`src/rtl/call_dispatch.sv`:
```
// Hall-call dispatcher: latches hall-button presses, picks one request at a
// time round-robin, hands its code to the lift FSM for one cycle, then holds
// off for GAP cycles so the lift can complete the move. It also tracks where
// the lift will end up after each issued request.
module call_dispatch #(
  parameter int GAP = 3
) (
  input  logic       clk,
  input  logic       rst,
  input  logic [5:0] btn,
  output logic [2:0] code,
  output logic       code_vld,
  output logic [5:0] pending,
  output logic [1:0] cur_floor,
  output logic       busy
);

  localparam logic [3:0] GAP_CNT = 4'(GAP);

  typedef enum logic [1:0] {
    IDLE  = 2'd0,
    ISSUE = 2'd1,
    WAIT  = 2'd2
  } state_t;

  state_t     state, state_nxt;
  logic [3:0] cnt, cnt_nxt;
  logic [2:0] last_grant;
  logic [2:0] code_q;
  logic [2:0] grant_idx;
  logic       grant_found;
  logic [3:0] cand;
  logic       take;
  logic [5:0] grant_mask;

  // Request code driven to the lift FSM for each hall-button bit.
  function automatic logic [2:0] code_of(input logic [2:0] idx);
    case (idx)
      3'd0:    code_of = 3'b001;  // 1U
      3'd1:    code_of = 3'b010;  // 2U
      3'd2:    code_of = 3'b011;  // 3U
      3'd3:    code_of = 3'b110;  // 2D
      3'd4:    code_of = 3'b111;  // 3D
      3'd5:    code_of = 3'b100;  // 4D
      default: code_of = 3'b000;
    endcase
  endfunction

  // Floor the lift reaches after serving a request: up calls end one floor
  // above their source, down calls one floor below.
  function automatic logic [1:0] floor_of(input logic [2:0] idx);
    case (idx)
      3'd0:    floor_of = 2'd1;
      3'd1:    floor_of = 2'd2;
      3'd2:    floor_of = 2'd3;
      3'd3:    floor_of = 2'd0;
      3'd4:    floor_of = 2'd1;
      3'd5:    floor_of = 2'd2;
      default: floor_of = 2'd0;
    endcase
  endfunction

  // Round-robin search: first pending bit after the last grant, wrapping 5->0.
  always_comb begin
    // NOTE: every combinational output gets a default before any branch so no latch is inferred.
    grant_found = 1'b0;
    grant_idx   = 3'd0;
    cand        = 4'd0;
    for (int i = 1; i <= 6; i++) begin
      cand = {1'b0, last_grant} + 4'(i);
      if (cand >= 4'd6) cand = cand - 4'd6;
      if (!grant_found && pending[cand[2:0]]) begin
        grant_found = 1'b1;
        grant_idx   = cand[2:0];
      end
    end
  end

  // Next-state and hold-off counter logic for the IDLE/ISSUE/WAIT sequence.
  always_comb begin
    state_nxt = state;
    cnt_nxt   = cnt;
    take      = 1'b0;
    case (state)
      IDLE: begin
        if (grant_found) begin
          state_nxt = ISSUE;
          take      = 1'b1;
        end
      end
      ISSUE: begin
        state_nxt = WAIT;
        cnt_nxt   = GAP_CNT;
      end
      WAIT: begin
        cnt_nxt = cnt - 4'd1;
        if (cnt <= 4'd1) state_nxt = IDLE;
      end
      default: state_nxt = IDLE;
    endcase
  end

  assign grant_mask = take ? (6'b000001 << grant_idx) : 6'b000000;

  // State register, request latch and grant bookkeeping.
  always_ff @(posedge clk or posedge rst) begin
    if (rst) begin
      state      <= IDLE;
      cnt        <= 4'd0;
      pending    <= 6'b000000;
      last_grant <= 3'd5;
      code_q     <= 3'b000;
      cur_floor  <= 2'd0;
    end else begin
      // NOTE: sequential state uses non-blocking assignments so every register samples pre-edge values.
      state   <= state_nxt;
      cnt     <= cnt_nxt;
      // A press arriving on the grant edge survives as a fresh request.
      pending <= (pending & ~grant_mask) | btn;
      if (take) begin
        last_grant <= grant_idx;
        code_q     <= code_of(grant_idx);
        cur_floor  <= floor_of(grant_idx);
      end
    end
  end

  // Outputs are qualified by state so code is 000 outside ISSUE.
  assign code_vld = (state == ISSUE);
  assign code     = code_vld ? code_q : 3'b000;
  assign busy     = (state != IDLE);

endmodule

```
`config.mk`:
```
export PLATFORM = sky130hd
export DESIGN_NAME = call_dispatch
export DESIGN_NICKNAME = d
export VERILOG_FILES = /design/src/rtl/call_dispatch.sv
export SDC_FILE = /design/constraint.sdc
export NUM_CORES = 1
export LEC_CHECK = 0
export ABC_AREA = 1
export BUFFER_PORTS_ARGS = -buffer_cell sky130_fd_sc_hd__buf_4
export CORE_UTILIZATION = 60
export DETAILED_ROUTE_END_ITERATION = 12
export HOLD_SLACK_MARGIN = 0.15
export PLACE_DENSITY = 0.81
export RECOVER_POWER = 100
export REMOVE_ABC_BUFFERS = 1
export SYNTH_ARGS = -nofsm -noshare
export SYNTH_HDL_FRONTEND = slang
export SYNTH_SLANG_ARGS = --single-unit
```
`constraint.sdc`:
```
create_clock -name clk -period 6.5 [get_ports clk]
set_clock_uncertainty 0.15 [all_clocks]
set_input_delay 0.325 -clock clk [delete_from_list [all_inputs] [get_ports clk]]
set_output_delay 0.325 -clock clk [all_outputs]
set_load 0.02 [all_outputs]
```
* Word-level counts from Yosys, hierarchy flattened
Index checks and enable logic that the tools add are counted.
Storage, ports and cells: register bits 20, input bits 8
Operators by class: $add $sub $neg 13, order comparisons 13, eq/ne operators 9, shifts and indexed selects 1, muxes and demuxes 40, bitwise logic cells 3, reductions and logical operators 17
Operators with widths (count):
- $mux 3 | 13
- $ge 4x3->1 const B | 6
- $lt 3x4->1 const B | 6
- $bmux 1 s3 | 6
- $pmux 3 s6 | 1
- $sub 3x3->3 const B | 6
- $mux 1 | 14
- $add 3x3->4 const B | 3
- $pmux 2 s3 | 2
- $add 3x2->4 const B | 2
- $pmux 4 s2 | 1
- $and 6x6->6 | 1
- $eq 3x2->1 const B | 2
- $eq 3x3->1 const B | 2
- $mux 6 | 1
- $not 6->6 | 1
- $or 6x6->6 | 1
- $shl 1x3->6 const A | 1
- $logic_and 1x1->1 | 5
- $logic_not 1->1 | 5
- $add 3x1->4 const B | 1
- $le 4x1->1 const B | 1
- $mux 2 | 2
- $ne 2x2->1 const B | 2
- 9 further kinds | 11

* Logic depth before layout (Yosys ltp)
Gate-level depths: netlist (run 1).
depth in word-level cells 27, depth in mapped cells 22, mapped depth without buffers 21

* Least setup slack after synthesis (run 1)
No wires, ideal clock.
kind reg-to-reg, start point register last_grant[0], end point register code_q[1], library setup time 0.129 ns, data arrival time 2.419 ns, path slack 3.802 ns, cell stages (with the launch flop) 18, buffers on the path 1, period minus slack after synthesis 2.698 ns, path through dfstp_2 -> buf_6 -> inv_1 -> ha_1 -> inv_1 -> nand4_1 -> nand3_1 -> nand3_2 -> nand2_4 -> nand2_4 -> nor3_4 -> nand3_2 -> nand2_4 -> inv_4 -> nand2_4 -> inv_2 -> nand2_1 -> nand3_1
Between the ends: cells in the longest elaborated chain, start to end 23
RTL lines:
- start, declared | line 28 | logic [2:0] last_grant;
- start signal, assigned | line 121 | last_grant <= grant_idx;
- $add 3x1->4 | line 70 | cand = {1'b0, last_grant} + 4'(i);
- $ge 4x3->1 or $sub 3x3->3 (tied branches) | line 71 | if (cand >= 4'd6) cand = cand - 4'd6;
- $mux 3 | line 71
- $bmux 1 s3 | line 72 | if (!grant_found && pending[cand[2:0]]) begin
- $mux 1 (implied by the code) | line 72
- $mux 1 | line 72
- $logic_not 1->1 | line 72
- $logic_and 1x1->1 | line 72
- [... 7 more ...]
- $logic_not 1->1 | line 72
- $logic_and 1x1->1 | line 72
- $mux 1 | line 72
- $logic_not 1->1 | line 72
- $logic_and 1x1->1 | line 72
- $mux 3 or $mux 1 (tied branches) | line 72
- $eq 3x3->1 (tied with other cells) | line 38 | case (idx)
- $pmux 3 s6 or $mux 1 (tied branches) | line 38, 84
- end signal, assigned | line 122 | code_q <= code_of(grant_idx);
- end, declared | line 29 | logic [2:0] code_q;
Several ways; a longest one is shown, not always the timed one. The select of a mux whose other input is x is not followed. A chain may end at the register's enable or synchronous reset.

* Final worst setup path (run 1)
Ends and elaborated chain as after synthesis.

==> impl_results.md, run 1 <==
* Status: finished, final reports clean
* Slew at the pin closest to its max-slew limit at 0.749 ns
* Worst Reg-to-Reg Cells at 17
* Dpl ws at 3.28 ns
* Crit path launch: last_grant[0]
* Post-Syn Instances at 291
* Critical-path maximum fanout at 19
* Post-layout util at 70.1%
* Max Buffers Root-to-Sink at 2
* Worst-path clk slew at 0.12 ns
* Tmin final at 4.38 ns
* Setup WS post-layout at 2.12 ns
* Final hold slack at 0.358 ns
* FF-to-FF Start: last_grant[0]
* Insertion delay to the later sink of the worst-skew pair at 0.31 ns
* CTS tree: built
* R2r endpoint: code_q[1]
* Post-DP HPWL at 3.43 mm
* H-tree depth at 1
* # resized after CTS at 0
* Starting DRT DRC Count at 108
* Initial Util at 63.0%
* Largest net degree at the start of global routing at 21
* Worst setup EP type: register
* Area of the multi-input gates at 0.00117 mm²
* Critical Path AT at 4.44 ns
* Setup crit end: code_q[1]
* DR pass1 iterations at 6
* # nets final at 344
* Final cycle utilization of the critical path at 67.4%
* Worst hold path type: reg2reg
* Width of the die at 58.6 µm
* # diodes at 0
* Vias in the first global route at 1688
* Critical path class: reg2reg
* Filler cells at 282
* Vias per cell at 5.34
* Netlist cell types at 31
* Sink Count at 20
* Slew HR at 50.0%
* Core area at 0.00305 mm²
* Type of origin of the critical path: register
* Ys Warns at 0
* Final wirelength at 4.40 mm
* Drt wl/cell at 12.1 µm
* Max-Cap Viols at 0
* Synth Cell Area at 0.00192 mm²
* Seq/Total Area, Yosys at 26.2%
* Total die area at 0.00344 mm²
* Routed Antenna Nets at 0
* Rows at 20
* Grt ovf at 0
* Seq. cell area at 503 µm²
* GRT Util Overall at 27.9%
* Final setup fails at 0
* Layout cells sized above 1 at 10.3%
* Antenna violations before repair at 0
* Reg-to-reg slack, setup at 2.12 ns
* Area growth syn-to-layout at 11.3%
* Ports at 21
* Post-route DRC at 0
* RSZ-0062 raised after global routing: no
* Vias at 1944
* Critical Path RT at 6.56 ns
* Fmax achieved at 228 MHz
* Mean Syn Cell Area at 6.61 µm²
* Count of buffers from port buffering at 20
* Routability cong. at 0.929
* First-pass GRT wire length at 7.33 mm
* Max-slew violations at 0
* Register bit total from synthesis at 20
* Fin. Hold Viols at 0
* Clock Tree Root: clkbuf_4
* Final TNS setup at 0 ns
* CTS Buf Count at 3
* Die H at 58.6 µm
routing by layer:
metal	routed length, µm	GRT usage (%)
met4	42	7.48
met1	2020	37.3
met2	2130	48.3
met5	0	0
met3	200	2.86
critical path: stages, from the launching register on:
cell and delay (ns):
dfstp_1 0.89, inv_1 0.23, ha_1 0.45, inv_1 0.15, nand2_1 0.10, nand2_1 0.10, nand2_1 0.12, nand3_1 0.10
nand2_1 0.20, nand2_4 0.08, nor3_1 0.42, nand3_2 0.17, nand2_1 0.25, clkinvlp_2 0.35, nand2_1 0.26, clkinv_1 0.08
nand2_1 0.09, nand3_1 0.08
registers in the layout, summed over array words and instances, names as in the netlist:
signal / flops
cur_floor: 2
code_q: 3
state: 2
last_grant: 3
pending: 6
cnt: 4
worst min path at each step:
stage	endpoint	depth (start not counted)	start
2_1_floorplan	cnt[0]	1	rst
3_5_place_dp	code_q[0]	2	code_q[0]
4_1_cts	code_q[0]	2	code_q[0]
5_1_grt	code_q[0]	2	code_q[0]
6_report	cur_floor[0]	2	cur_floor[0]
3_3_place_gp	code_q[0]	2	code_q[0]
cell type report:
| cell class | count | share of cell area (%) |
|---|---|---|
| clock inverter | 1 | 1.40 |
| timing repair buffer | 27 | 8.01 |
| clock buffer | 3 | 1.05 |
| inverter | 50 | 8.83 |
| tap | 44 | 2.57 |
| sequential | 20 | 23.5 |
| multi-input combinational | 219 | 54.6 |
layout by cell type, fill, tap and decap left out, types with 7 or more instances in the layout:
| cell | synthesis | routed |
|---|---|---|
| o21ai_1 | 8 | 8 |
| nand4_1 | 11 | 11 |
| nor2_1 | 18 | 18 |
| nand3_1 | 34 | 35 |
| clkbuf_1 | 0 | 13 |
| dfrtp_1 | 18 | 18 |
| inv_1 | 44 | 44 |
| ha_1 | 15 | 15 |
| nand2_1 | 88 | 91 |
| dlygate4sd3_1 | 0 | 7 |
| o21ai_0 | 7 | 7 |
what timing repair did:
action / CTS / global route
buffers inserted: 0 / 0
hold buffers: 7 / 0
endpoints found under the hold margin: 24 / 0
cells in the mapped netlist:
master    count  area share (%)
a21o_1        1            0.39
a21oi_1       4             1.0
a31oi_1       1            0.33
and3_1        1            0.33
buf_6         2             1.2
dfrtp_1      18              23
dfstp_2       2             2.7
ha_1         15             9.8
inv_1        44             8.6
inv_2         5            0.98
inv_4         1            0.33
nand2_1      88              17
nand2_2       6             2.0
nand2_4       5             2.9
nand3_1      34             8.8
nand3_2       5             2.6
nand3b_1      3             1.2
nand4_1      11             3.6
nor2_1       18             3.5
nor2_2        1            0.33
nor2_4        1            0.59
nor3_1        1            0.26
nor3_4        1            0.85
nor3b_1       1            0.39
o211ai_1      2            0.78
o21ai_0       7             1.8
o21ai_1       8             2.1
o21ai_2       2            0.91
o31ai_1       1            0.39
or2_0         1            0.33
xor2_1        1            0.46
kinds of logic after synthesis:
group | synth area share [%]
AND/OR/NAND/NOR | 44.8
buffers and inverters | 11.1
AO/OA/AOI/OAI | 7.74
flip-flops | 26.2
adder cells (fa/ha/maj) | 9.76
XOR/XNOR | 0.456
stage by stage:
step	cells	area [µm²]
final	364	2140
after global placement	353	2110
after CTS	364	2230
after detailed placement	353	2110
after global routing	364	2140
after floorplan	289	1900
Power of run 1 is not shown: default switching activity piles up to over one toggle a cycle in this logic, so the estimate is an artifact.
==> run 2: changes to the inputs <==
--- a/config.mk
+++ b/config.mk
@@ -5,12 +5,12 @@
 export SDC_FILE = /design/constraint.sdc
 export NUM_CORES = 1
 export LEC_CHECK = 0
-export ABC_AREA = 1
+export ABC_AREA = 0
 export BUFFER_PORTS_ARGS = -buffer_cell sky130_fd_sc_hd__buf_4
-export CORE_UTILIZATION = 60
+export CORE_UTILIZATION = 59
 export DETAILED_ROUTE_END_ITERATION = 12
 export HOLD_SLACK_MARGIN = 0.15
-export PLACE_DENSITY = 0.81
+export PLACE_DENSITY = 0.8
 export RECOVER_POWER = 100
 export REMOVE_ABC_BUFFERS = 1
 export SYNTH_ARGS = -nofsm -noshare
==> constraint.sdc (replaced) <==
create_clock -name clk -period 4.4 [get_ports clk]
set_clock_uncertainty 0.15 [all_clocks]
set_input_delay 0.22 -clock clk [delete_from_list [all_inputs] [get_ports clk]]
set_output_delay 0.22 -clock clk [all_outputs]
set_load 0.02 [all_outputs]
==> run 2 against run 1 <==
Synthesized cell count decreased by 22%. First-iteration DRC count decreased by 3.7%. Synthesized area increased by 4.2%. Critical path depth decreased by 6. Register-to-register slack got worse by 1.7 ns. Via count decreased by 7.8%. Die area increased by 5.7%. Final cell count decreased by 19%. Hold slack got worse by 0.023 ns. Worst setup slack got worse by 1.7 ns. Highest routed layer unchanged.
==> impl_results.md, run 2 <==
* Status: finished, final reports clean (unchanged)
* Routability cong. at 0.916 (was 0.929)
* Tmin final at 3.98 ns (was 4.38 ns)
* Post-Syn Instances at 226 (was 291)
* Cell Chain, Critical Path: inv_1 > ha_1 > a211oi_2 > xnor2_1 > mux2i_1 > nand4_1 > or2_1 > o22a_1 > a21o_1 > o41ai_1 > nand2b_1 (was inv_1 > ha_1 > inv_1 > nand2_1 > nand2_1 > nand2_1 > nand3_1 > nand2_1 > nand2_4 > nor3_1 > nand3_2 > nand2_1 > clkinvlp_2 > nand2_1 > clkinv_1 > nand2_1 > nand3_1)
* Type of origin of the critical path: register (unchanged)
* Layout cells sized above 1 at 14.3% (was 10.3%)
* Main flop type after synthesis: dfrtp_1 (unchanged)
* Max-slew violations at 0 (unchanged)
* Setup WS post-layout at 0.424 ns (was 2.12 ns)
* Seq. cell area at 503 µm² (unchanged)
* Area of the multi-input gates at 0.00137 mm² (was 0.00117 mm²)
* Vias in the first global route at 1672 (was 1688)
* Vias per cell at 6.07 (was 5.34)
* Rows at 20 (unchanged)
* Max reg flops at 6 (unchanged)
* Max Buffers Root-to-Sink at 2 (unchanged)
* Post-DP HPWL at 3.61 mm (was 3.43 mm)
* H-tree depth at 1 (unchanged)
* Commonest cells after routing, fill and taps aside: nand2_1 (20), dfrtp_1 (18), nor2_1 (16) (was nand2_1 (91), inv_1 (44), nand3_1 (35))
* Fmax achieved at 251 MHz (was 228 MHz)
* DR pass1 iterations at 4 (was 6)
* Final setup fails at 0 (unchanged)
* Critical-path maximum fanout at 9 (was 19)
* Synth top cells by count: nand2_1 (20), dfrtp_1 (18), nor2_1 (16) (was nand2_1 (88), inv_1 (44), nand3_1 (34))
* Critical path class: reg2reg (unchanged)
* Filler cells at 267 (was 282)
* Synth Cell Area at 0.00200 mm² (was 0.00192 mm²)
* Most common cell after layout, fill and taps aside: nand2_1 (unchanged)
* # resized after CTS at 0 (unchanged)
* Routed Antenna Nets at 0 (unchanged)
* Post-route DRC at 0 (unchanged)
* Slew at the pin closest to its max-slew limit at 0.760 ns (was 0.749 ns)
* Starting DRT DRC Count at 104 (was 108)
* Biggest register: pending (unchanged)
* Count leader, synth: nand2_1 (unchanged)
* Total die area at 0.00363 mm² (was 0.00344 mm²)
* Largest net degree at the start of global routing at 21 (unchanged)
* Worst hold path type: reg2reg (unchanged)
* Largest registers: pending: 6 flops, cnt: 4 flops (unchanged)
* Worst-path clk slew at 0.12 ns (about the same)
* # diodes at 0 (unchanged)
* Area growth syn-to-layout at 10.6% (was 11.3%)
* Ys async rst share at 100% (unchanged)
* Die H at 60.3 µm (was 58.6 µm)
* Insertion delay to the later sink of the worst-skew pair at 0.31 ns (about the same)
* Core area at 0.00313 mm² (was 0.00305 mm²)
* Register bit total from synthesis at 20 (unchanged)
* Mean Syn Cell Area at 8.86 µm² (was 6.61 µm²)
* Post-synth EDFFs at 0 (unchanged)
* Sink Count at 20 (unchanged)
* Vias at 1792 (was 1944)
* GRT Util Overall at 29.6% (was 27.9%)
* RSZ-0062 raised after global routing: no (unchanged)
* Drt wl/cell at 16.6 µm (was 12.1 µm)
* Largest cells by area after synthesis: dfrtp_1 (22%), ha_1 (9.4%), nand2_1 (3.7%) (was dfrtp_1 (23%), nand2_1 (17%), ha_1 (9.8%))
* Largest area contributor in the netlist: dfrtp_1 (unchanged)
* Crit path buf inv count at 1 (was 4)
* CP top delay family: compound AO/OA/AOI/OAI gates (was simple AND/OR/NAND/NOR gates)
* Clock Tree Root: clkbuf_4 (unchanged)
* CP peak stage delay at 0.50 ns (was 0.89 ns)
* Netlist cell types at 67 (was 31)
* Final TNS setup at 0 ns (unchanged)
* Yosys top cell area share at 22.5% (was 23.4%)
* Slowest library cell on the worst path: dfrtp_1 (was dfstp_1)
* # nets final at 275 (was 344)
* Postcts setup bufs at 0 (unchanged)
* Initial Util at 64.0% (was 63.0%)
* Fin. Hold Viols at 0 (unchanged)
* Critical Path RT at 4.46 ns (was 6.56 ns)
* Dpl ws at 0.611 ns (was 3.28 ns)
* CTS tree: built (unchanged)
* Final wirelength at 4.90 mm (was 4.40 mm)
* Width of the die at 60.3 µm (was 58.6 µm)
* First-pass GRT wire length at 7.85 mm (was 7.33 mm)
* Seq/Total Area, Yosys at 25.1% (was 26.2%)
* Grt ovf at 0 (unchanged)
* Reg-to-reg slack, setup at 0.42 ns (was 2.12 ns)
* Final cycle utilization of the critical path at 90.4% (was 67.4%)
* Antenna violations before repair at 0 (unchanged)
* Slew HR at 49.3% (was 50.0%)
* CTS Buf Count at 3 (unchanged)
* Critical Path AT at 4.03 ns (was 4.44 ns)
* Ys Warns at 0 (unchanged)
* Max-Cap Viols at 0 (unchanged)
* Ports at 21 (unchanged)
* Count of buffers from port buffering at 20 (unchanged)
* Worst setup EP type: register (unchanged)
[run 2: worst reg2reg max path, stage by stage (launching register included)]
cell and delay, ns:
dfrtp_1 0.50, inv_1 0.24, ha_1 0.45, a211oi_2 0.24, xnor2_1 0.23, mux2i_1 0.49, nand4_1 0.26, or2_1 0.40
o22a_1 0.25, a21o_1 0.20, o41ai_1 0.36, nand2b_1 0.09
[run 2: final timing paths]
check | cells after the start | start | end
worst max-delay path | 11 | last_grant[1] | pending[0]
worst min-delay path | 2 | code_q[2] | code_q[2]
worst max register to register | 11 | last_grant[1] | pending[0]
worst min register to register | 2 | code_q[2] | code_q[2]
max in group asynchronous | 3 | rst | cnt[1]
min in group asynchronous | 3 | rst | code_q[0]
[run 2: cells by family after synthesis]
| family | synth area share, % |
|---|---|
| muxes | 9.68 |
| xor gates and xnor gates | 4.43 |
| adders and majority gates | 9.37 |
| DFF | 25.1 |
| buffers and inverters | 5.87 |
| AOI/OAI and AO/OA | 24.2 |
| and+or+nand+nor | 21.3 |
[run 2: cell type report]
cell class	count	area share, %
Multi-Input combinational cell	186	61.7
Sequential cell	20	22.7
Timing Repair Buffer	29	8.75
Tap cell	44	2.48
Inverter	12	2.03
Clock inverter	1	1.36
Clock buffer	3	1.02
[run 2: timing repair]
item | CTS | global route
setup endpoints to repair | 0 | 0
hold buffers | 7 | 0
hold endpoints to repair | 24 | 0
[run 2: stage by stage]
| step | utilization [%] | area (µm²) | std cells | hold WS (ns) |
|---|---|---|---|---|
| 2_1_floorplan | - | 1930 | 218 | 0.0323 |
| 3_3_place_gp | 68.8 | 2150 | 284 | 0.243 |
| 3_5_place_dp | 68.8 | 2150 | 284 | 0.249 |
| 4_1_cts | 72.7 | 2270 | 295 | 0.338 |
| 5_1_grt | 70.8 | 2220 | 295 | 0.367 |
| 6_report | 70.8 | 2220 | 295 | 0.335 |
[run 2: metal layers]
layer  share of wire, %  up-vias  global-route usage [%]
met4                1.1        0                    7.31
met2                 48       42                    47.7
li1                   -      890                       -
met1                 47      852                    40.0
met3                3.6        8                    6.71
met5                  0        -                       0
Power of run 2 is left out for the same reason.
